## src/rtl/encoder_8x3_scan.sv

```systemverilog
// Sequential 8-to-3 encoder: latches a line vector, then emits the index of each
// set line, highest first, one per enabled clock, followed by a done pulse.
module encoder_8x3_scan (
    input  logic       clk,
    input  logic       rst,
    input  logic       en,
    input  logic       start,
    input  logic [7:0] d,
    output logic       a,
    output logic       b,
    output logic       c,
    output logic       valid,
    output logic       busy,
    output logic       done,
    output logic       zero,
    output logic [3:0] count
);

    localparam int unsigned LINES = 8;
    localparam int unsigned IDX_W = 3;
    localparam int unsigned CNT_W = 4;

    typedef enum logic [1:0] {IDLE, SCAN, DONE} state_t;

    state_t             state, state_nxt;
    logic [LINES-1:0]   pend, pend_nxt, pend_clr;
    logic [IDX_W-1:0]   idx, idx_nxt, hi;
    logic [CNT_W-1:0]   count_nxt;
    logic               valid_nxt, busy_nxt, done_nxt, zero_nxt;

    assign {a, b, c} = idx;

    // Highest pending line; ascending loop lets the top set bit win.
    always_comb begin
        hi = '0;
        for (int i = 0; i < LINES; i++) begin
            if (pend[i]) hi = IDX_W'(i);
        end
        pend_clr = pend & ~(LINES'(1) << hi);
    end

    always_ff @(posedge clk) begin
        if (rst) begin
            state <= IDLE;
            pend  <= '0;
            idx   <= '0;
            valid <= 1'b0;
            busy  <= 1'b0;
            done  <= 1'b0;
            zero  <= 1'b0;
            count <= '0;
        end else begin
            state <= state_nxt;
            pend  <= pend_nxt;
            idx   <= idx_nxt;
            valid <= valid_nxt;
            busy  <= busy_nxt;
            done  <= done_nxt;
            zero  <= zero_nxt;
            count <= count_nxt;
        end
    end

    // With en low everything holds except the valid/done pulses, which drop.
    always_comb begin
        state_nxt = state;
        pend_nxt  = pend;
        idx_nxt   = idx;
        valid_nxt = 1'b0;
        done_nxt  = 1'b0;
        busy_nxt  = busy;
        zero_nxt  = zero;
        count_nxt = count;
        if (en) begin
            case (state)
                IDLE: begin
                    if (start) begin
                        pend_nxt  = d;
                        count_nxt = '0;
                        busy_nxt  = 1'b1;
                        zero_nxt  = (d == '0);
                        state_nxt = (d == '0) ? DONE : SCAN;
                    end
                end
                SCAN: begin
                    idx_nxt   = hi;
                    valid_nxt = 1'b1;
                    count_nxt = count + CNT_W'(1);
                    pend_nxt  = pend_clr;
                    if (pend_clr == '0) state_nxt = DONE;
                end
                DONE: begin
                    done_nxt  = 1'b1;
                    busy_nxt  = 1'b0;
                    state_nxt = IDLE;
                end
                default: state_nxt = IDLE;
            endcase
        end
    end

endmodule

```

## config.mk

```make
export PLATFORM = sky130hd
export DESIGN_NAME = encoder_8x3_scan
export DESIGN_NICKNAME = d
export VERILOG_FILES = /design/src/rtl/encoder_8x3_scan.sv
export SDC_FILE = /design/constraint.sdc
export NUM_CORES = 1
export LEC_CHECK = 0
export CORE_MARGIN = 2
export CORE_UTILIZATION = 35
export CTS_CLUSTER_SIZE = 10
export DETAILED_ROUTE_END_ITERATION = 12
export PLACE_DENSITY_LB_ADDON = 0.12
export SYNTH_ARGS = -nofsm -noshare
export SYNTH_HDL_FRONTEND = slang
export SYNTH_SLANG_ARGS = --single-unit
```

## constraint.sdc

```tcl
create_clock -name clk -period 2.9 [get_ports clk]
set_clock_uncertainty 0.15 [all_clocks]
set_input_delay 0.29 -clock clk [delete_from_list [all_inputs] [get_ports clk]]
set_output_delay 0.29 -clock clk [all_outputs]
set_load 0.05 [all_outputs]
```

==> results of run 1 <==
## Yosys cell counts, drive strengths merged, types with 2 or more instances
library cell | number | share of area
inv | 3 | 0.010
o311ai | 2 | 0.016
a31oi | 3 | 0.017
dfxtp | 21 | 0.39
and2 | 2 | 0.011
a2111oi | 2 | 0.023
nand3 | 2 | 0.0092
o21ai | 15 | 0.069
buf | 4 | 0.032
nand2 | 3 | 0.010
xnor2 | 2 | 0.016
clkbuf | 5 | 0.017
a22oi | 2 | 0.014
or4 | 4 | 0.031
a211oi | 3 | 0.021
a21oi | 10 | 0.046
nor4 | 2 | 0.011
nor2b | 6 | 0.034
nor2 | 20 | 0.069
nor3 | 6 | 0.028
## kinds of logic (layout without fill, tap and decap cells)
| group | count (synthesis) | after routing | synth area share |
|---|---|---|---|
| AO/OA/AOI/OAI | 44 | 44 | 0.260 |
| AND/OR/NAND/NOR | 53 | 53 | 0.258 |
| adder cells (fa/ha/maj) | 1 | 1 | 0.0115 |
| flip-flops | 21 | 21 | 0.385 |
| multiplexers | 1 | 1 | 0.00917 |
| XOR/XNOR | 2 | 2 | 0.0161 |
| buffers and inverters | 12 | 30 | 0.0596 |
## worst reg2reg max path: stages (launching register included)
cell and delay [ps]:
dfxtp_1 400, nor4_1 780, and3_1 300, o311ai_1 110, a31oi_1 180
## power by group
part | internal (mW) | switching [mW]
Clock | 0.0537 | 0.0931
Combinational | 0.0710 | 0.0906
Sequential | 0.305 | 0.0304
Total | 0.430 | 0.214
## sequential cells by signal (all words and copies together) (netlist names)
signal	count
done	1
valid	1
pend	8
zero	1
idx	3
count	4
busy	1
state	2
## cell type report
type / count / area (sq um)
multi-input cells: 101 / 606
clock buffers: 4 / 26.3
fillers: 324 / 1670
flip-flops and latches: 21 / 420
well taps: 33 / 41.3
repair buffers: 23 / 228
inverters: 3 / 11.3
## path summary, 6_finish.rpt
path                            startpoint  endpoint  depth (start not counted)
worst min-delay path                  zero      zero                          2
worst max register to register     pend[4]  state[1]                          4
worst max-delay path              count[0]  count[0]                          1
worst min register to register        zero      zero                          2
## per-stage QoR
step / util / worst slack (ps)
finish: 0.444 / 905
global route: 0.444 / 772
CTS: 0.444 / 897
detailed placement: 0.435 / 692
global placement: 0.435 / 721
floorplan: - / 1090
## routing by layer
layer	share of wire	wire, um	vias to the layer above	global-route usage
met5	0	0	-	0
met4	0.014	38	0	0.0603
met3	0.059	165	4	0.0584
met2	0.41	1140	42	0.233
met1	0.52	1450	468	0.233
li1	-	-	528	-
==> summary.txt, run 1 <==
GRT
  – Pin count of the biggest net entering global routing: 23
  – Initial antenna violation count: 0
  – All-Layer GR Usage: 0.166
  – GRT Residual Overflow: 0
  – Vias in the first global route: 945
  – First-pass GRT wire length: 4520 um

Clocking
  – Clock sink total: 21
  – Post-cts sizing count: 0
  – Clk Latency, worst-skew pair: 310 ps
  – CTS tree: built
  – Cts hold-fix bufs: 0
  – Clock transition at path regs: 120 ps
  – Postcts setup bufs: 0
  – Depth of the CTS H-tree: 1
  – Root Driver: clkbuf_4
  – Largest buffer count on any clock path: 2
  – Total CTS buffers: 3

Logic synthesis
  – Ys Warns: 0
  – Synth Instances: 134
  – Post-synthesis cell type count: 42
  – EDFF count, synth: 0
  – Top_reg_cell synth: dfxtp_1
  – Register area share after synthesis: 0.385
  – Yosys reg bits: 21
  – Post-synth ARST share: 0
  – Mean post-synth cell area: 8.14 sq um
  – Mapped Nets: 147
  – Synth Cell Area: 1090 sq um

Setup path
  – Kind of end point of the critical path: output port
  – Max stage delay on crit path: 830 ps
  – CP Class: flip-flop to output port
  – CP Max Fanout: 5
  – CP arrival: 1560 ps
  – Flop2flop setup slack: 900 ps
  – Worst setup SP type: flip-flop
  – Worst endpoint required time: 2460 ps
  – Crit-path cells: clkdlybuf4s50_1
  – Max stage delay cell, worst path: clkdlybuf4s50_1
  – CP Buf/Inv Count: 1
  – Top delay family on crit path: buffers and inverters

Placed design
  – Gpl congestion: 0.886
  – Placement-stage cell area: 1310 sq um
  – DP HPWL: 1920 um
  – Post-Place Cells: 181
  – PortBufs: 22

Drt
  – Via count: 1042
  – Vias per cell: 5.63
  – Avg WL per Cell: 15.1 um
  – Detail Route Antenna Nets: 0
  – Drt drc: 0
  – DRT iter0 DRCs: 35
  – Total wire length: 2790 um
  – Drt first pass iters: 4

Cells and area
  – Commonest non-fill, non-tap cell in the layout: clkdlybuf4s50_1
  – Most frequent cells in the layout: clkdlybuf4s50_1 (22), dfxtp_1 (21), nor2_1 (20), o21ai_0 (15), a21oi_1 (10)
  – Area growth, synth to finish: 22.1%
  – Antenna cells: 0
  – Post-layout instance area: 1330 sq um
  – Non-filler cells, final: 185
  – Share of layout cells above drive strength 1: 0.0526
  – Final #Nets: 166

Timing
  – Fin. Hold Viols: 0
  – Final min period: 2000 ps
  – Final setup violation count: 0
  – Measured slew at the worst slew-check pin: 855 ps
  – Final TNS setup: 0 ps
  – Final worst path period share: 0.688
  – RSZ-0062 raised after global routing: no
  – Slew headroom: 0.425
  – Hold_ws: 356 ps
  – Max frequency: 501 MHz
  – Slew Viols, Final: 0

Floorplan
  – Die Span X: 59.8 um
  – Row count: 20
  – Die area: 3580 sq um
  – Core area: 3000 sq um
  – Initial Util: 0.363
  – Ports: 23
  – DIE HEIGHT: 59.8 um

Power
  – Pwr Density: 483 nW/um^2
  – Post-layout power: 0.644 mW
  – LEAKAGE: 0.453 nW
  – Peak VDD IR: 0.322 mV

Job
  – Max-Cap Viols: 0

Worst hold path
  – Hold Path Class: flip-flop to flip-flop

Outcome
  – Status: complete, no violations
(Power assumes the default switching activity.)
==> inputs of run 2 (changes only) <==
==> constraint.sdc (replaced) <==
create_clock -name clk -period 1.97 [get_ports clk]
set_clock_uncertainty 0.15 [all_clocks]
set_input_delay 0.197 -clock clk [delete_from_list [all_inputs] [get_ports clk]]
set_output_delay 0.197 -clock clk [all_outputs]
set_load 0.05 [all_outputs]
==> summary.txt, run 2 (synthesis gave the netlist of run 1 again) <==
Worst hold path
  – Hold Path Class: flip-flop to flip-flop (unchanged)

Cells and area
  – Post-layout util: 0.493 (was 0.444)
  – Register area: 420 sq um (unchanged)
  – Antenna cells: 0 (unchanged)
  – Max FFs per register: 8 (unchanged)
  – Share of layout cells above drive strength 1: 0.154 (was 0.0526)
  – Final #Nets: 183 (was 166)
  – Non-filler cells, final: 202 (was 185)
  – Area growth, synth to finish: 35.7% (was 22.1%)
  – Multi-input gate area: 623 sq um (was 606 sq um)
  – Post-layout instance area: 1480 sq um (was 1330 sq um)
  – Most frequent cells in the layout: dfxtp_1 (21), clkdlybuf4s50_1 (21), nor2_1 (20), buf_4 (18), o21ai_0 (15) (was clkdlybuf4s50_1 (22), dfxtp_1 (21), nor2_1 (20), o21ai_0 (15), a21oi_1 (10))
  – Layout fillers: 304 (was 324)
  – Regs by FF count: pend x8, count x4, idx x3 (unchanged)
  – Reg with most FFs: pend (unchanged)

Floorplan
  – Row count: 20 (unchanged)
  – Core area: 3000 sq um (unchanged)
  – Die area: 3580 sq um (unchanged)
  – Initial Util: 0.363 (unchanged)
  – DIE HEIGHT: 59.8 um (unchanged)
  – Die Span X: 59.8 um (unchanged)
  – Ports: 23 (unchanged)

Clocking
  – Largest buffer count on any clock path: 2 (unchanged)
  – CTS tree: built (unchanged)
  – Root Driver: clkbuf_4 (unchanged)
  – Depth of the CTS H-tree: 1 (unchanged)
  – Clock transition at path regs: 120 ps (about the same)
  – Cts hold-fix bufs: 0 (unchanged)
  – Total CTS buffers: 3 (unchanged)
  – Clock sink total: 21 (unchanged)
  – Clk Latency, worst-skew pair: 300 ps (was 310 ps)

Setup path
  – CP Class: flip-flop to output port (unchanged)
  – Max stage delay on crit path: 830 ps (about the same)
  – Worst endpoint required time: 1620 ps (was 2460 ps)
  – Max stage delay cell, worst path: clkdlybuf4s50_1 (unchanged)
  – CP arrival: 1530 ps (was 1560 ps)
  – Flop2flop setup slack: 100 ps (was 900 ps)
  – Kind of end point of the critical path: output port (unchanged)
  – Worst setup SP type: flip-flop (unchanged)
  – CP Buf/Inv Count: 1 (unchanged)
  – CP Max Fanout: 4 (was 5)
  – Crit-path cells: clkdlybuf4s50_1 (unchanged)
  – Top delay family on crit path: buffers and inverters (unchanged)

Placed design
  – Gpl congestion: 0.900 (was 0.886)
  – Placement-stage cell area: 1430 sq um (was 1310 sq um)
  – Post-Place Cells: 198 (was 181)
  – PortBufs: 22 (unchanged)
  – DP HPWL: 2240 um (was 1920 um)

Timing
  – Max frequency: 533 MHz
  – Final min period: 1880 ps
  – Fin. Hold Viols: 0 (unchanged)
  – Final TNS setup: 0 ps (unchanged)
  – Final setup violation count: 0 (unchanged)
  – RSZ-0062 raised after global routing: no (unchanged)
  – Final worst path period share: 0.952
  – Measured slew at the worst slew-check pin: 501 ps (was 855 ps)
  – Slew headroom: 0.665 (was 0.425)
  – Slew Viols, Final: 0 (unchanged)

Drt
  – Avg WL per Cell: 15.3 um (was 15.1 um)
  – Total wire length: 3090 um (was 2790 um)
  – Via count: 1150 (was 1042)
  – Drt drc: 0 (unchanged)
  – Vias per cell: 5.69 (was 5.63)
  – Detail Route Antenna Nets: 0 (unchanged)
  – Drt first pass iters: 4 (unchanged)
  – DRT iter0 DRCs: 38 (was 35)

GRT
  – Vias in the first global route: 1028 (was 945)
  – All-Layer GR Usage: 0.180 (was 0.166)
  – GRT Residual Overflow: 0 (unchanged)
  – Initial antenna violation count: 0 (unchanged)
  – Pin count of the biggest net entering global routing: 20 (was 23)
  – First-pass GRT wire length: 4790 um (was 4520 um)

Job
  – Max-Cap Viols: 0 (unchanged)

Outcome
  – Status: complete, no violations (unchanged)

Power
  – Post-layout power: 1.00 mW (was 0.644 mW)
  – Peak VDD IR: 0.295 mV (was 0.322 mV)
  – LEAKAGE: 0.560 nW (was 0.453 nW)
  – Pwr Density: 677 nW/um^2 (was 483 nW/um^2)
## run 2: changes by cell type in the layout (fill, tap and decap cells not counted)
cell             delta
buf_4              +17
clkdlybuf4s50_1     -1
a2111oi_1           -1
dlymetal6s2s_1      +1
a2111oi_4           +1
## run 2: path summary, 6_finish.rpt
kind                  from       end  cells past startpoint
setup / recovery  count[1]  count[1]                      1
setup reg to reg   pend[4]  state[0]                      4
hold reg to reg       zero      zero                      2
hold / removal        zero      zero                      2
## run 2: area by class of cell
cell class / count / area share
clock buffers: 4 / 0.0178
inverters: 3 / 0.00761
multi-input cells: 101 / 0.421
flip-flops and latches: 21 / 0.284
well taps: 33 / 0.0279
repair buffers: 40 / 0.242
## run 2: where the power goes
part / internal (mW) / total (mW) / leakage (nW) / switching (mW)
Combinational: 0.143 / 0.310 / 0.374 / 0.167
Sequential: 0.450 / 0.477 / 0.171 / 0.0279
Clock: 0.0788 / 0.215 / 0.0150 / 0.136
## run 2: routing by layer
layer / wire [um] / track usage
met2: 1380 / 0.269
met5: 0 / 0
met1: 1480 / 0.253
met3: 155 / 0.0281
met4: 81 / 0.0825
## run 2: repair_timing
| item | 4_1_cts | 5_1_grt |
|---|---|---|
| setup buffers | 0 | 0 |
| setup endpoints to repair | 0 | 3 |
| gates resized for setup | 0 | 3 |
## run 2: through the flow
step / hold WS (ps) / setup WS (ps)
2_1_floorplan: 125 / 159
3_3_place_gp: 330 / -75.7
3_5_place_dp: 336 / -92.6
4_1_cts: 352 / 50.3
5_1_grt: 352 / 15.0
6_report: 360 / 94.7
==> inputs of run 3 (changes only) <==
--- a/config.mk
+++ b/config.mk
@@ -5,10 +5,13 @@
 export SDC_FILE = /design/constraint.sdc
 export NUM_CORES = 1
 export LEC_CHECK = 0
+export CORE_ASPECT_RATIO = 0.9
 export CORE_MARGIN = 2
 export CORE_UTILIZATION = 35
 export CTS_CLUSTER_SIZE = 10
 export DETAILED_ROUTE_END_ITERATION = 12
+export DONT_BUFFER_PORTS = 1
+export MAX_ROUTING_LAYER = met4
 export PLACE_DENSITY_LB_ADDON = 0.12
 export SYNTH_ARGS = -nofsm -noshare
 export SYNTH_HDL_FRONTEND = slang
==> summary.txt, run 3 (synthesis gave the netlist of run 1 again) <==
Setup path
  – Worst reg2reg endpoint: state[1] (was state[0])
  – CP Class: flip-flop to flip-flop (was flip-flop to output port)
  – Worst R2R Path Depth: 4 (unchanged)
  – CP Max Fanout: 3 (was 4)
  – Reg-to-Reg Start: pend[4] (unchanged)
  – Kind of end point of the critical path: flip-flop (was output port)
  – Worst endpoint required time: 2060 ps (was 1620 ps)
  – Flop2flop setup slack: 100 ps (about the same)
  – CP arrival: 1960 ps (was 1530 ps)
  – Worst setup SP type: flip-flop (unchanged)

Clocking
  – Depth of the CTS H-tree: 1 (unchanged)
  – Clk Latency, worst-skew pair: 310 ps (was 300 ps)
  – Total CTS buffers: 3 (unchanged)
  – Clock sink total: 21 (unchanged)
  – CTS tree: built (unchanged)
  – Postcts setup bufs: 0 (unchanged)
  – Largest buffer count on any clock path: 2 (unchanged)
  – Root Driver: clkbuf_4 (unchanged)
  – Clock transition at path regs: 120 ps (about the same)

Cells and area
  – Reg with most FFs: pend (unchanged)
  – Antenna cells: 0 (unchanged)
  – Regs by FF count: pend x8, count x4, idx x3 (unchanged)
  – Commonest non-fill, non-tap cell in the layout: dfxtp_1
  – Non-filler cells, final: 190 (was 202)
  – Multi-input gate area: 617 sq um (was 623 sq um)
  – Final #Nets: 162 (was 183)
  – Most frequent cells in the layout: dfxtp_1 (21), nor2_1 (20), o21ai_0 (15), buf_4 (11), a21oi_1 (10) (was dfxtp_1 (21), clkdlybuf4s50_1 (21), nor2_1 (20), buf_4 (18), o21ai_0 (15))
  – Layout fillers: 331 (was 304)
  – Area growth, synth to finish: 18.2% (was 35.7%)
  – Max FFs per register: 8 (unchanged)
  – Share of layout cells above drive strength 1: 0.135 (was 0.154)
  – Register area: 420 sq um (unchanged)

Drt
  – Via count: 1020 (was 1150)
  – DRT iter0 DRCs: 114 (was 38)
  – Drt first pass iters: 4 (unchanged)
  – Avg WL per Cell: 15.6 um (was 15.3 um)
  – Vias per cell: 5.37 (was 5.69)
  – Drt drc: 0 (unchanged)
  – Total wire length: 2970 um (was 3090 um)
  – Detail Route Antenna Nets: 0 (unchanged)

Floorplan
  – Die Span X: 62.9 um (was 59.8 um)
  – DIE HEIGHT: 57.0 um (was 59.8 um)
  – Initial Util: 0.361 (was 0.363)
  – Row count: 19 (was 20)
  – Ports: 23 (unchanged)
  – Die area: 3580 sq um (about the same)
  – Core area: 3020 sq um (was 3000 sq um)

GRT
  – All-Layer GR Usage: 0.180 (about the same)
  – First-pass GRT wire length: 4840 um (was 4790 um)
  – Pin count of the biggest net entering global routing: 23 (was 20)
  – Initial antenna violation count: 0 (unchanged)
  – GRT Residual Overflow: 0 (unchanged)
  – Vias in the first global route: 958 (was 1028)

Worst hold path
  – Hold path endpoint: state[0] (was zero)
  – Min-delay src: en (was zero)
  – Hold Path Class: input port to flip-flop (was flip-flop to flip-flop)
  – Worst Hold Depth: 3 (was 2)

Placed design
  – Post-Place Cells: 178 (was 198)
  – Worst slack, placed: 128 ps (was -92.6 ps)
  – Gpl congestion: 0.828 (was 0.900)
  – PortBufs: 0 (was 22)
  – DP HPWL: 2120 um (was 2240 um)

Timing
  – Slew headroom: 0.382 (was 0.665)
  – Final setup violation count: 0 (unchanged)
  – RSZ-0062 raised after global routing: no (unchanged)
  – Final min period: 1870 ps (was 1880 ps)
  – Max frequency: 533 MHz (about the same)
  – Setup WS post-layout: 95.2 ps (was 94.7 ps)
  – Final TNS setup: 0 ps (unchanged)
  – Final worst path period share: 0.952 (about the same)
  – Measured slew at the worst slew-check pin: 924 ps (was 501 ps)
  – Slew Viols, Final: 0 (unchanged)
  – Hold_ws: 29.2 ps (was 360 ps)
  – Fin. Hold Viols: 0 (unchanged)

Power
  – LEAKAGE: 0.461 nW (was 0.560 nW)
  – Pwr Density: 735 nW/um^2 (was 677 nW/um^2)
  – Peak VDD IR: 0.515 mV (was 0.295 mV)
  – Post-layout power: 0.948 mW (was 1.00 mW)

Outcome
  – Status: complete, no violations (unchanged)

Job
  – Max-Cap Viols: 0 (unchanged)
==> run 3: how the worst max path moves through the flow <==
stage | startpoint | to | cells past startpoint
2_1_floorplan | pend[4] | state[0] | 4
3_3_place_gp | pend[4] | state[1] | 5
3_5_place_dp | pend[4] | state[0] | 4
4_1_cts | pend[4] | pend[1] | 6
5_1_grt | pend[4] | state[0] | 4
6_report | pend[4] | state[1] | 4
==> run 3: critical path, cell delays in order, from the launching register on <==
cell and delay, ps:
dfxtp_1 330, or4_4 550, a2111oi_2 440, o311ai_1 150
a31oi_1 180
==> run 3: area by class of cell <==
type / instances / share of cell area
clock buffers: 4 / 0.0204
inverters: 3 / 0.00873
multi-input cells: 101 / 0.478
flip-flops and latches: 21 / 0.326
well taps: 42 / 0.0407
repair buffers: 19 / 0.126
==> run 3: repair_timing <==
| item | in CTS | in global routing |
|---|---|---|
| hold buffers | 8 | 0 |
| setup endpoints to repair | 0 | 3 |
| resized for setup | 0 | 2 |
| hold endpoints to repair | 21 | 0 |
==> run 3: metal layers <==
| layer | track usage | part of all wire | routed length, um | vias up |
|---|---|---|---|---|
| li1 | - | - | - | 518 |
| met1 | 0.253 | 0.52 | 1540 | 476 |
| met2 | 0.257 | 0.42 | 1240 | 26 |
| met3 | 0.0592 | 0.064 | 189 | 0 |
| met4 | 0.0254 | 0 | 0 | 0 |
| met5 | - | 0 | 0 | - |
==> run 3: report_power, final <==
| part | switching, mW | internal, mW | leakage (nW) |
|---|---|---|---|
| Clock | 0.136 | 0.0790 | 0.0150 |
| Sequential | 0.0543 | 0.449 | 0.171 |
| Combinational | 0.124 | 0.105 | 0.275 |
| Total | 0.315 | 0.634 | 0.461 |
==> run 3: per-stage QoR <==
step	util	instance area (sq um)
detailed placement	0.388	1170
floorplan	-	1090
CTS	0.424	1280
global placement	0.388	1170
global route	0.427	1290
finish	0.427	1290
